File: src/rtl/fp_add_align.sv
`default_nettype none
// +--------------------------------------------------------------------------+
// | fp_add_align: two-stage binary32 add/sub alignment front end (unpack,    |
// | magnitude order, shift the smaller significand, G/R/S, specials).        |
// | Option macro: FP_ALIGN_DENORM_EN (keep denormals; else flush-to-zero).   |
// | Revision: 1.0                                                            |
// +--------------------------------------------------------------------------+
module fp_add_align #(
  parameter int TAG_W = 6
) (
  input  logic             clk,
  input  logic             rst_n,
  input  logic             flush,
  input  logic             in_valid,
  output logic             in_ready,
  input  logic [31:0]      op_a,
  input  logic [31:0]      op_b,
  input  logic             op_sub,
  input  logic [TAG_W-1:0] tag_in,
  output logic             out_valid,
  input  logic             out_ready,
  output logic [23:0]      mant_big,
  output logic [23:0]      mant_small,
  output logic             add_sub,
  output logic [7:0]       exp_out,
  output logic             sign_out,
  output logic             guard,
  output logic             round,
  output logic             sticky,
  output logic             nan_out,
  output logic             inf_out,
  output logic [TAG_W-1:0] tag_out
);

  localparam logic [7:0] c_max_shift = 8'd27;

  logic [7:0]  w_ea, w_eb, w_eeff_a, w_eeff_b, w_exp_big, w_exp_small, w_diff;
  logic [23:0] w_mant_a, w_mant_b;
  logic        w_sb_eff, w_swap, w_eff_sub;
  logic        w_nan_a, w_nan_b, w_inf_a, w_inf_b, w_nan, w_inf;
  logic [4:0]  w_d;
  logic        w_s2_load, w_s1_adv, w_in_fire;
  logic [50:0] w_ext;

  logic             r_s1_valid, r_s1_sub, r_s1_sign, r_s1_nan, r_s1_inf;
  logic [23:0]      r_s1_big, r_s1_small;
  logic [7:0]       r_s1_exp;
  logic [4:0]       r_s1_d;
  logic [TAG_W-1:0] r_s1_tag;

  logic             r_s2_valid, r_s2_sub, r_s2_sign, r_s2_nan, r_s2_inf;
  logic             r_s2_g, r_s2_r, r_s2_s;
  logic [23:0]      r_s2_big, r_s2_small;
  logic [7:0]       r_s2_exp;
  logic [TAG_W-1:0] r_s2_tag;

  assign w_ea = op_a[30:23];
  assign w_eb = op_b[30:23];
`ifdef FP_ALIGN_DENORM_EN
  assign w_mant_a = {(w_ea != 8'd0), op_a[22:0]};
  assign w_mant_b = {(w_eb != 8'd0), op_b[22:0]};
`else
  // Flush-to-zero: a zero-exponent operand contributes no significand bits.
  assign w_mant_a = (w_ea != 8'd0) ? {1'b1, op_a[22:0]} : 24'd0;
  assign w_mant_b = (w_eb != 8'd0) ? {1'b1, op_b[22:0]} : 24'd0;
`endif
  assign w_eeff_a = (w_ea == 8'd0) ? 8'd1 : w_ea;
  assign w_eeff_b = (w_eb == 8'd0) ? 8'd1 : w_eb;

  assign w_sb_eff  = op_b[31] ^ op_sub;
  assign w_eff_sub = op_a[31] ^ w_sb_eff;
  // Strict compare keeps A on top for exact ties.
  assign w_swap      = {w_eeff_b, w_mant_b} > {w_eeff_a, w_mant_a};
  assign w_exp_big   = w_swap ? w_eeff_b : w_eeff_a;
  assign w_exp_small = w_swap ? w_eeff_a : w_eeff_b;
  assign w_diff      = w_exp_big - w_exp_small;
  assign w_d         = (w_diff > c_max_shift) ? c_max_shift[4:0] : w_diff[4:0];

  assign w_nan_a = (w_ea == 8'hFF) && (op_a[22:0] != 23'd0);
  assign w_nan_b = (w_eb == 8'hFF) && (op_b[22:0] != 23'd0);
  assign w_inf_a = (w_ea == 8'hFF) && (op_a[22:0] == 23'd0);
  assign w_inf_b = (w_eb == 8'hFF) && (op_b[22:0] == 23'd0);
  assign w_nan   = w_nan_a || w_nan_b || (w_inf_a && w_inf_b && w_eff_sub);
  assign w_inf   = (w_inf_a || w_inf_b) && !w_nan;

  assign w_s2_load = !r_s2_valid || out_ready;
  assign w_s1_adv  = r_s1_valid && w_s2_load;
  assign in_ready  = !r_s1_valid || w_s2_load;
  assign w_in_fire = in_valid && in_ready;

  // 27 guard positions below the significand: G at 26, R at 25, sticky 24..0.
  assign w_ext = {r_s1_small, 27'd0} >> r_s1_d;

  always_ff @(posedge clk or negedge rst_n) begin
    if (!rst_n) begin
      r_s1_valid <= 1'b0;
      r_s1_sub   <= 1'b0;
      r_s1_sign  <= 1'b0;
      r_s1_nan   <= 1'b0;
      r_s1_inf   <= 1'b0;
      r_s1_big   <= 24'd0;
      r_s1_small <= 24'd0;
      r_s1_exp   <= 8'd0;
      r_s1_d     <= 5'd0;
      r_s1_tag   <= '0;
    end else begin
      if (flush) begin
        r_s1_valid <= 1'b0;
      end else if (in_ready) begin
        r_s1_valid <= in_valid;
      end
      if (w_in_fire && !flush) begin
        r_s1_sub   <= w_eff_sub;
        r_s1_sign  <= w_swap ? w_sb_eff : op_a[31];
        r_s1_nan   <= w_nan;
        r_s1_inf   <= w_inf;
        r_s1_big   <= w_swap ? w_mant_b : w_mant_a;
        r_s1_small <= w_swap ? w_mant_a : w_mant_b;
        r_s1_exp   <= w_exp_big;
        r_s1_d     <= w_d;
        r_s1_tag   <= tag_in;
      end
    end
  end

  always_ff @(posedge clk or negedge rst_n) begin
    if (!rst_n) begin
      r_s2_valid <= 1'b0;
      r_s2_sub   <= 1'b0;
      r_s2_sign  <= 1'b0;
      r_s2_nan   <= 1'b0;
      r_s2_inf   <= 1'b0;
      r_s2_g     <= 1'b0;
      r_s2_r     <= 1'b0;
      r_s2_s     <= 1'b0;
      r_s2_big   <= 24'd0;
      r_s2_small <= 24'd0;
      r_s2_exp   <= 8'd0;
      r_s2_tag   <= '0;
    end else begin
      if (flush) begin
        r_s2_valid <= 1'b0;
      end else if (w_s2_load) begin
        r_s2_valid <= r_s1_valid;
      end
      if (w_s1_adv && !flush) begin
        r_s2_sub   <= r_s1_sub;
        r_s2_sign  <= r_s1_sign;
        r_s2_nan   <= r_s1_nan;
        r_s2_inf   <= r_s1_inf;
        r_s2_g     <= w_ext[26];
        r_s2_r     <= w_ext[25];
        r_s2_s     <= |w_ext[24:0];
        r_s2_big   <= r_s1_big;
        r_s2_small <= w_ext[50:27];
        r_s2_exp   <= r_s1_exp;
        r_s2_tag   <= r_s1_tag;
      end
    end
  end

  assign out_valid  = r_s2_valid;
  assign mant_big   = r_s2_big;
  assign mant_small = r_s2_small;
  assign add_sub    = r_s2_sub;
  assign exp_out    = r_s2_exp;
  assign sign_out   = r_s2_sign;
  assign guard      = r_s2_g;
  assign round      = r_s2_r;
  assign sticky     = r_s2_s;
  assign nan_out    = r_s2_nan;
  assign inf_out    = r_s2_inf;
  assign tag_out    = r_s2_tag;

endmodule
`default_nettype wire
File: config.mk
export PLATFORM = sky130hd
export DESIGN_NAME = fp_add_align
export DESIGN_NICKNAME = d
export VERILOG_FILES = /design/src/rtl/fp_add_align.sv
export SDC_FILE = /design/constraint.sdc
export NUM_CORES = 1
export LEC_CHECK = 0
export CAP_MARGIN = 10
export CORE_MARGIN = 2
export CORE_UTILIZATION = 49
export CTS_CLUSTER_SIZE = 30
export DETAILED_ROUTE_END_ITERATION = 8
export HOLD_SLACK_MARGIN = 0.02
export PLACE_DENSITY = 0.78
export SETUP_SLACK_MARGIN = 0.5
export SLEW_MARGIN = 25
export SYNTH_ARGS = -nofsm -noshare
export SYNTH_HDL_FRONTEND = slang
export SYNTH_SLANG_ARGS = --single-unit
export TNS_END_PERCENT = 1
File: constraint.sdc
create_clock -name clk -period 3.3 [get_ports clk]
set_clock_uncertainty 0.2 [all_clocks]
set_input_delay 0.66 -clock clk [delete_from_list [all_inputs] [get_ports clk]]
set_output_delay 0.66 -clock clk [all_outputs]
set_load 0.03 [all_outputs]
==> impl_metrics.yaml, run 1 <==
outcome:
  status: "finished with violations"
  violations: "setup timing"
synth:
  yosysWarnings: 0
  yosysSeqAreaShare_pct: 41.0
  yosysMostFrequentCell: "nand2_1"
  synthTopCellsByCount: "165 x nand2_1, 142 x dfrtp_1, 97 x o21ai_0, 89 x nor2_1, 83 x a21oi_1"
  syn-mean-instance-area_um2: 8.97
  synth_cell_type_count: 65
  synthFlopType: "dfrtp_1"
  ys_ff_latch: 142
  synth_top_area_share_pct: 41.0
  syn_nets: 1076
  synthArstFlopShare_pct: 100
  ys_top_cells_by_area: "dfrtp_1 41%, nand2_1 7.1%, mux2_2 7.1%, o21ai_0 5.6%, a21oi_1 4.8%"
  synthCells: 967
  synth_edf_count: 0
  synth_area_um2: 8670
  yosysTopAreaCell: "dfrtp_1"
clock_tree:
  clkSlewWorstSetupHoldPaths_ps: 60
  insertion_delay_ps: 420
  clock_path_buffers: 2
  cts_tree: "yes"
  numCtsBuffers: 17
  clockRootBuffer: "clkbuf_16"
  cts.htree.levels: 4
  cts_sinks: 142
pwr:
  power.total_mw: 6.52
  power.density_nw_per_um2: 514
  cellLeakagePower_nw: 5.63
  vdd_ir_drop_max_mv: 0.393
place:
  io_buffers: 146
  gp_congestion: 0.931
  place_hpwl_mm: 19.2
  post-place-ws_ps: -2170
route:
  wl_per_cell_um: 18.6
  first_pass_iters: 6
  drtAntennaViolNets: 0
  wl_mm: 27.5
  vias_per_cell: 5.81
  drc: 0
  drt_iter0_markers: 607
  vias: 8556
die:
  pin_count: 147
  rows: 48
  die_y_um: 137
  fp.dieW_um: 137
  initial_utilization_pct: 50.1
  dieArea_um2: 18800
  coreArea_um2: 17300
critical_path:
  cp-end-kind: "register"
  required_ps: 3370
  r2r_start: "r_s1_d[0]"
  critical_path.max_stage_delay_ps: 540
  cp_max_fo: 6
  path_buf_inv: 4
  critPathTopFamily: "compound AO/OA/AOI/OAI gates"
  r2r_slack_ps: 180
  r2r_cells: 9
  worstSetupPathType: "in -> reg"
  slowest_stage: "or4_4"
  path_common_cell: "nand2_2"
  arrival_ps: 4820
  crit_chain: "clkdlybuf4s15_1 -> nor4_2 -> nand2_2 -> buf_12 -> buf_4 -> nand2_2 -> ha_4 -> a21oi_1 -> o21ai_1 -> a2bb2oi_2 -> a31o_1 -> a21oi_4 -> buf_6 -> o21a_1 -> ha_2 -> nor3_4 -> nor2_2 -> or4_4 -> a221oi_4 -> a41oi_2"
  r2r_end: "sticky"
  worstSetupStartpointType: "input port"
timing:
  fin_crit_ps: 4750
  min_period_over_period_pct: 144
  whs_ps: 271
  setup_tns_ps: -33560
  hold_viol: 0
  fin_ws_ps: -1450
  finalSetupViolCount: 62
  drv_slew: 0
  rsz0062_at_grt: "yes"
  fmax_mhz: 211
  slew-limit-headroom_pct: 46.9
  tightest_slew_ps: 797
global_routing:
  grt_pass1_wl_mm: 40.8
  grtUsageTotal_pct: 28.1
  grt_overflow: 0
  antenna_found_initial: 0
  grt_pass1_vias: 8130
  grt_max_degree: 73
layout:
  drive_gt1_share_pct: 29.7
  fill_cells: 1229
  area_growth_pct: 46.2
  fin_nets: 1344
  num_antenna_cells: 0
worst_hold_path:
  min_path_cells: 2
  min-delay-path-class: "reg -> reg"
  hold_end: "r_s1_tag[0]"
  hold_path_startpoint: "r_s1_tag[0]"
job:
  maxCapViolations: 0
## layout make-up
type	count	area, um2	area share, %
clock buffers	19	443	3.50
well taps	225	282	2.22
repair buffers	318	2940	23.2
multi-input cells	742	5280	41.7
flip-flops and latches	142	3550	28.0
clock inverters	13	116	0.918
inverters	14	52.6	0.415
## layout by cell type (no fill, tap or decap), types with 21 or more instances in the layout
| cell type | Yosys | routed |
|---|---|---|
| buf_4 | 0 | 152 |
| nand2_1 | 165 | 151 |
| dfrtp_1 | 142 | 142 |
| clkdlybuf4s50_1 | 0 | 128 |
| nor2_1 | 89 | 88 |
| o21ai_0 | 97 | 81 |
| a21oi_1 | 83 | 69 |
| mux2_2 | 55 | 55 |
| mux2i_1 | 25 | 22 |
| clkbuf_16 | 0 | 21 |
## logic make-up after synthesis
kind of cell    count (synthesis)  share of synthesized area [%]
compound gates                249                           17.1
xor+xnor                        7                          0.707
mux                            93                           13.4
fa+ha+maj                      33                           4.76
flops                         142                           41.0
simple gates                  360                           19.1
buf+inv                        83                           3.91
## worst reg2reg max path, stage by stage, from the launching register on
cell and delay (ps):
dfrtp_1 370, buf_12 220, mux4_2 580, mux2i_1 300
o21ai_0 190, nand4bb_1 230, nand4b_1 180, or3_1 330
a221oi_1 310, o21ai_1 90
## layer usage
layer  GRT usage (%)  part of all wire (%)
met5               0                     0
met4            11.2                   3.6
met3            5.07                   6.4
met2            46.3                    49
met1            36.7                    41
## repair_timing
item                                    in CTS  in global routing
hold buffers                                 1                  0
pin swaps                                   14                 36
gates resized for setup                     30                 91
gates cloned                                 0                  6
buffers inserted                             4                  9
hold endpoints to repair                    51                  0
endpoints found under the setup margin      64                 63
## registers in the layout (all words and copies together) (netlist names), 5 cells and up
name / count
r_s1_small: 24
r_s1_d: 5
tag_out: 6
mant_big: 24
r_s1_tag: 6
mant_small: 24
exp_out: 8
r_s1_exp: 8
r_s1_big: 24
## metrics by stage
stage                     instances  area (um2)  utilization, %
after floorplan                 967        8950               -
after detailed placement       1421       11600            66.9
after CTS                      1458       12200            70.7
final                          1473       12700            73.3
after global routing           1473       12700            73.3
after global placement         1421       11600            66.9
## worst max path at each step
stage                     end      from  slack (ps)  cells past startpoint
floorplan           r_s1_d[0]  op_b[27]       -1420                     21
global placement    r_s1_d[0]  op_b[24]       -2050                     17
detailed placement  r_s1_d[1]  op_b[30]       -2170                     16
CTS                 r_s1_d[1]  op_a[27]       -1410                     20
global route        r_s1_d[1]  op_a[26]       -1620                     15
finish              r_s1_d[1]  op_a[26]       -1450                     20
## power by group
group | total [mW] | internal (mW) | switching, mW
clock network | 1.83 | 1.06 | 0.770
logic | 2.42 | 1.12 | 1.29
registers | 2.27 | 2.05 | 0.222
total | 6.52 | 4.23 | 2.29
Note: power is estimated with default switching activity, not from simulation.
==> inputs of run 2 (changes only) <==
CORE_UTILIZATION = 54   (was 49)
PLACE_DENSITY = 0.81   (was 0.78)
clock period = 4.48 ns   (was 3.3 ns; I/O delays follow)
==> run 2 against run 1 <==
Compared with the run above: via count increased by 4.7%; largest power group unchanged; core utilization increased by 7.6 points; cell count decreased by 2.0%; die area decreased by 9.0%; clock power decreased by 20%; power decreased by 24%; hold slack improved by 7.4 ps; sequential share of layout area decreased by 0.16 points; wire length increased by 12%; sequential cell count unchanged; the run still ends with setup timing left.
==> impl_metrics.yaml, run 2 (same netlist as run 1, synthesis figures left out) <==
clock_tree:
  insertion_delay_ps: 440
  clockRootBuffer: "clkbuf_16"
  clkSlewWorstSetupHoldPaths_ps: 60
  cts.htree.levels: 4
  cts_sinks: 142
  clock_path_buffers: 2
  numCtsBuffers: 17
  hold_buffers: 0
  cts_tree: "yes"
die:
  fp.dieW_um: 131
  coreArea_um2: 15800
  rows: 46
  die_y_um: 131
  dieArea_um2: 17100
  pin_count: 147
  initial_utilization_pct: 55.0
route:
  drtAntennaViolNets: 0
  wl_per_cell_um: 21.3
  vias: 8954
  drc: 0
  first_pass_iters: 6
  wl_mm: 30.8
  vias_per_cell: 6.20
  drt_iter0_markers: 953
layout:
  fin_area_um2: 12700
  layout_common_cells: "153 x nand2_1, 141 x dfrtp_1, 130 x buf_4, 129 x clkdlybuf4s50_1, 79 x o21ai_0"
  fin_nets: 1324
  final_cells: 1444
  num_antenna_cells: 0
  fill_cells: 941
  drive_gt1_share_pct: 31.0
  area_growth_pct: 47.0
  layout_commonest_cell: "nand2_1"
global_routing:
  grt_pass1_wl_mm: 44.6
  grt_pass1_vias: 8582
  grt_overflow: 0
  antenna_found_initial: 0
  grt_max_degree: 86
  grtUsageTotal_pct: 34.0
critical_path:
  arrival_ps: 5110
  cp_max_fo: 6
  worstSetupPathType: "in -> reg"
  worstSetupStartpointType: "input port"
  required_ps: 4570
  cp-end-kind: "register"
timing:
  setup_tns_ps: -2580
  fmax_mhz: 199
  finalSetupViolCount: 5
  drv_slew: 0
  min_period_over_period_pct: 112
  whs_ps: 279
  hold_viol: 0
  fin_crit_ps: 5020
  fin_ws_ps: -538
  slew-limit-headroom_pct: 30.8
  tightest_slew_ps: 1030
  rsz0062_at_grt: "yes"
place:
  gp_congestion: 0.999
  place_hpwl_mm: 18.7
  placed_cell_area_um2: 11300
  dp.cells: 1388
  io_buffers: 146
outcome:
  status: "finished with violations"
  violations: "setup timing"
pwr:
  power.density_nw_per_um2: 389
  vdd_ir_drop_max_mv: 0.286
  cellLeakagePower_nw: 5.54
job:
  maxCapViolations: 0
worst_hold_path:
  min-delay-path-class: "reg -> reg"
## run 2: what timing repair did
item                       in CTS  in global routing
setup endpoints to repair      61                 60
hold endpoints to repair        0                  0
cloned                          5                  0
gates resized for setup       101                 89
setup buffers                  14                  5
pin swaps                      38                 40
## run 2: metrics by stage
step,total power [mW],utilization (%),setup slack (ps)
2_1_floorplan,2.65,-,-471
3_3_place_gp,3.29,71.8,-1020
3_5_place_dp,3.33,71.8,-1060
4_1_cts,4.83,78.5,-216
5_1_grt,5.16,80.8,-582
6_report,4.96,80.8,-538
## run 2: worst paths after layout
kind                            slack [ps]  cells past startpoint              to      startpoint
worst max-delay path                  -540                     20       r_s1_d[4]        op_a[26]
max in group asynchronous             2960                      2       r_s1_d[2]           rst_n
min in group asynchronous              310                      1    mant_big[17]           rst_n
worst max register to register         810                      9          sticky       r_s1_d[1]
worst min register to register         280                      2  mant_small[14]  mant_small[14]
worst min-delay path                   280                      2  mant_small[14]  mant_small[14]
## run 2: area by class of cell
| type | instances | area, um2 | share of cell area, % |
|---|---|---|---|
| well taps | 216 | 270 | 2.12 |
| flip-flops and latches | 142 | 3550 | 27.9 |
| clock inverters | 15 | 174 | 1.36 |
| clock buffers | 17 | 425 | 3.34 |
| inverters | 14 | 52.6 | 0.412 |
| repair buffers | 298 | 2840 | 22.3 |
| multi-input cells | 742 | 5430 | 42.6 |
## run 2: per-layer routing
metal / GRT usage [%] / vias up / part of all wire, %
li1: - / 3965 / -
met1: 42.9 / 4292 / 38
met2: 56.2 / 529 / 48
met3: 6.96 / 168 / 8.0
met4: 16.7 / 0 / 6.0
met5: 0 / - / 0
## run 2: worst max-delay path, stage by stage
cell,delay (ps)
clkdlybuf4s15_2,210
nor4_4,290
nand2_2,160
buf_12,170
buf_4,140
nand2_1,160
ha_4,250
a21oi_2,160
o21ai_1,220
a2bb2oi_2,260
buf_4,160
a31oi_4,100
buf_6,140
o22ai_4,240
mux2i_2,300
o221ai_1,210
or4_1,520
a221oi_2,250
buf_4,170
a32oi_1,80
## run 2: power breakdown
group          switching, mW  total, mW  internal, mW
Sequential             0.182       1.69          1.51
Clock                  0.660       1.46         0.796
Combinational          0.992       1.81         0.820
Total                   1.83       4.96          3.12
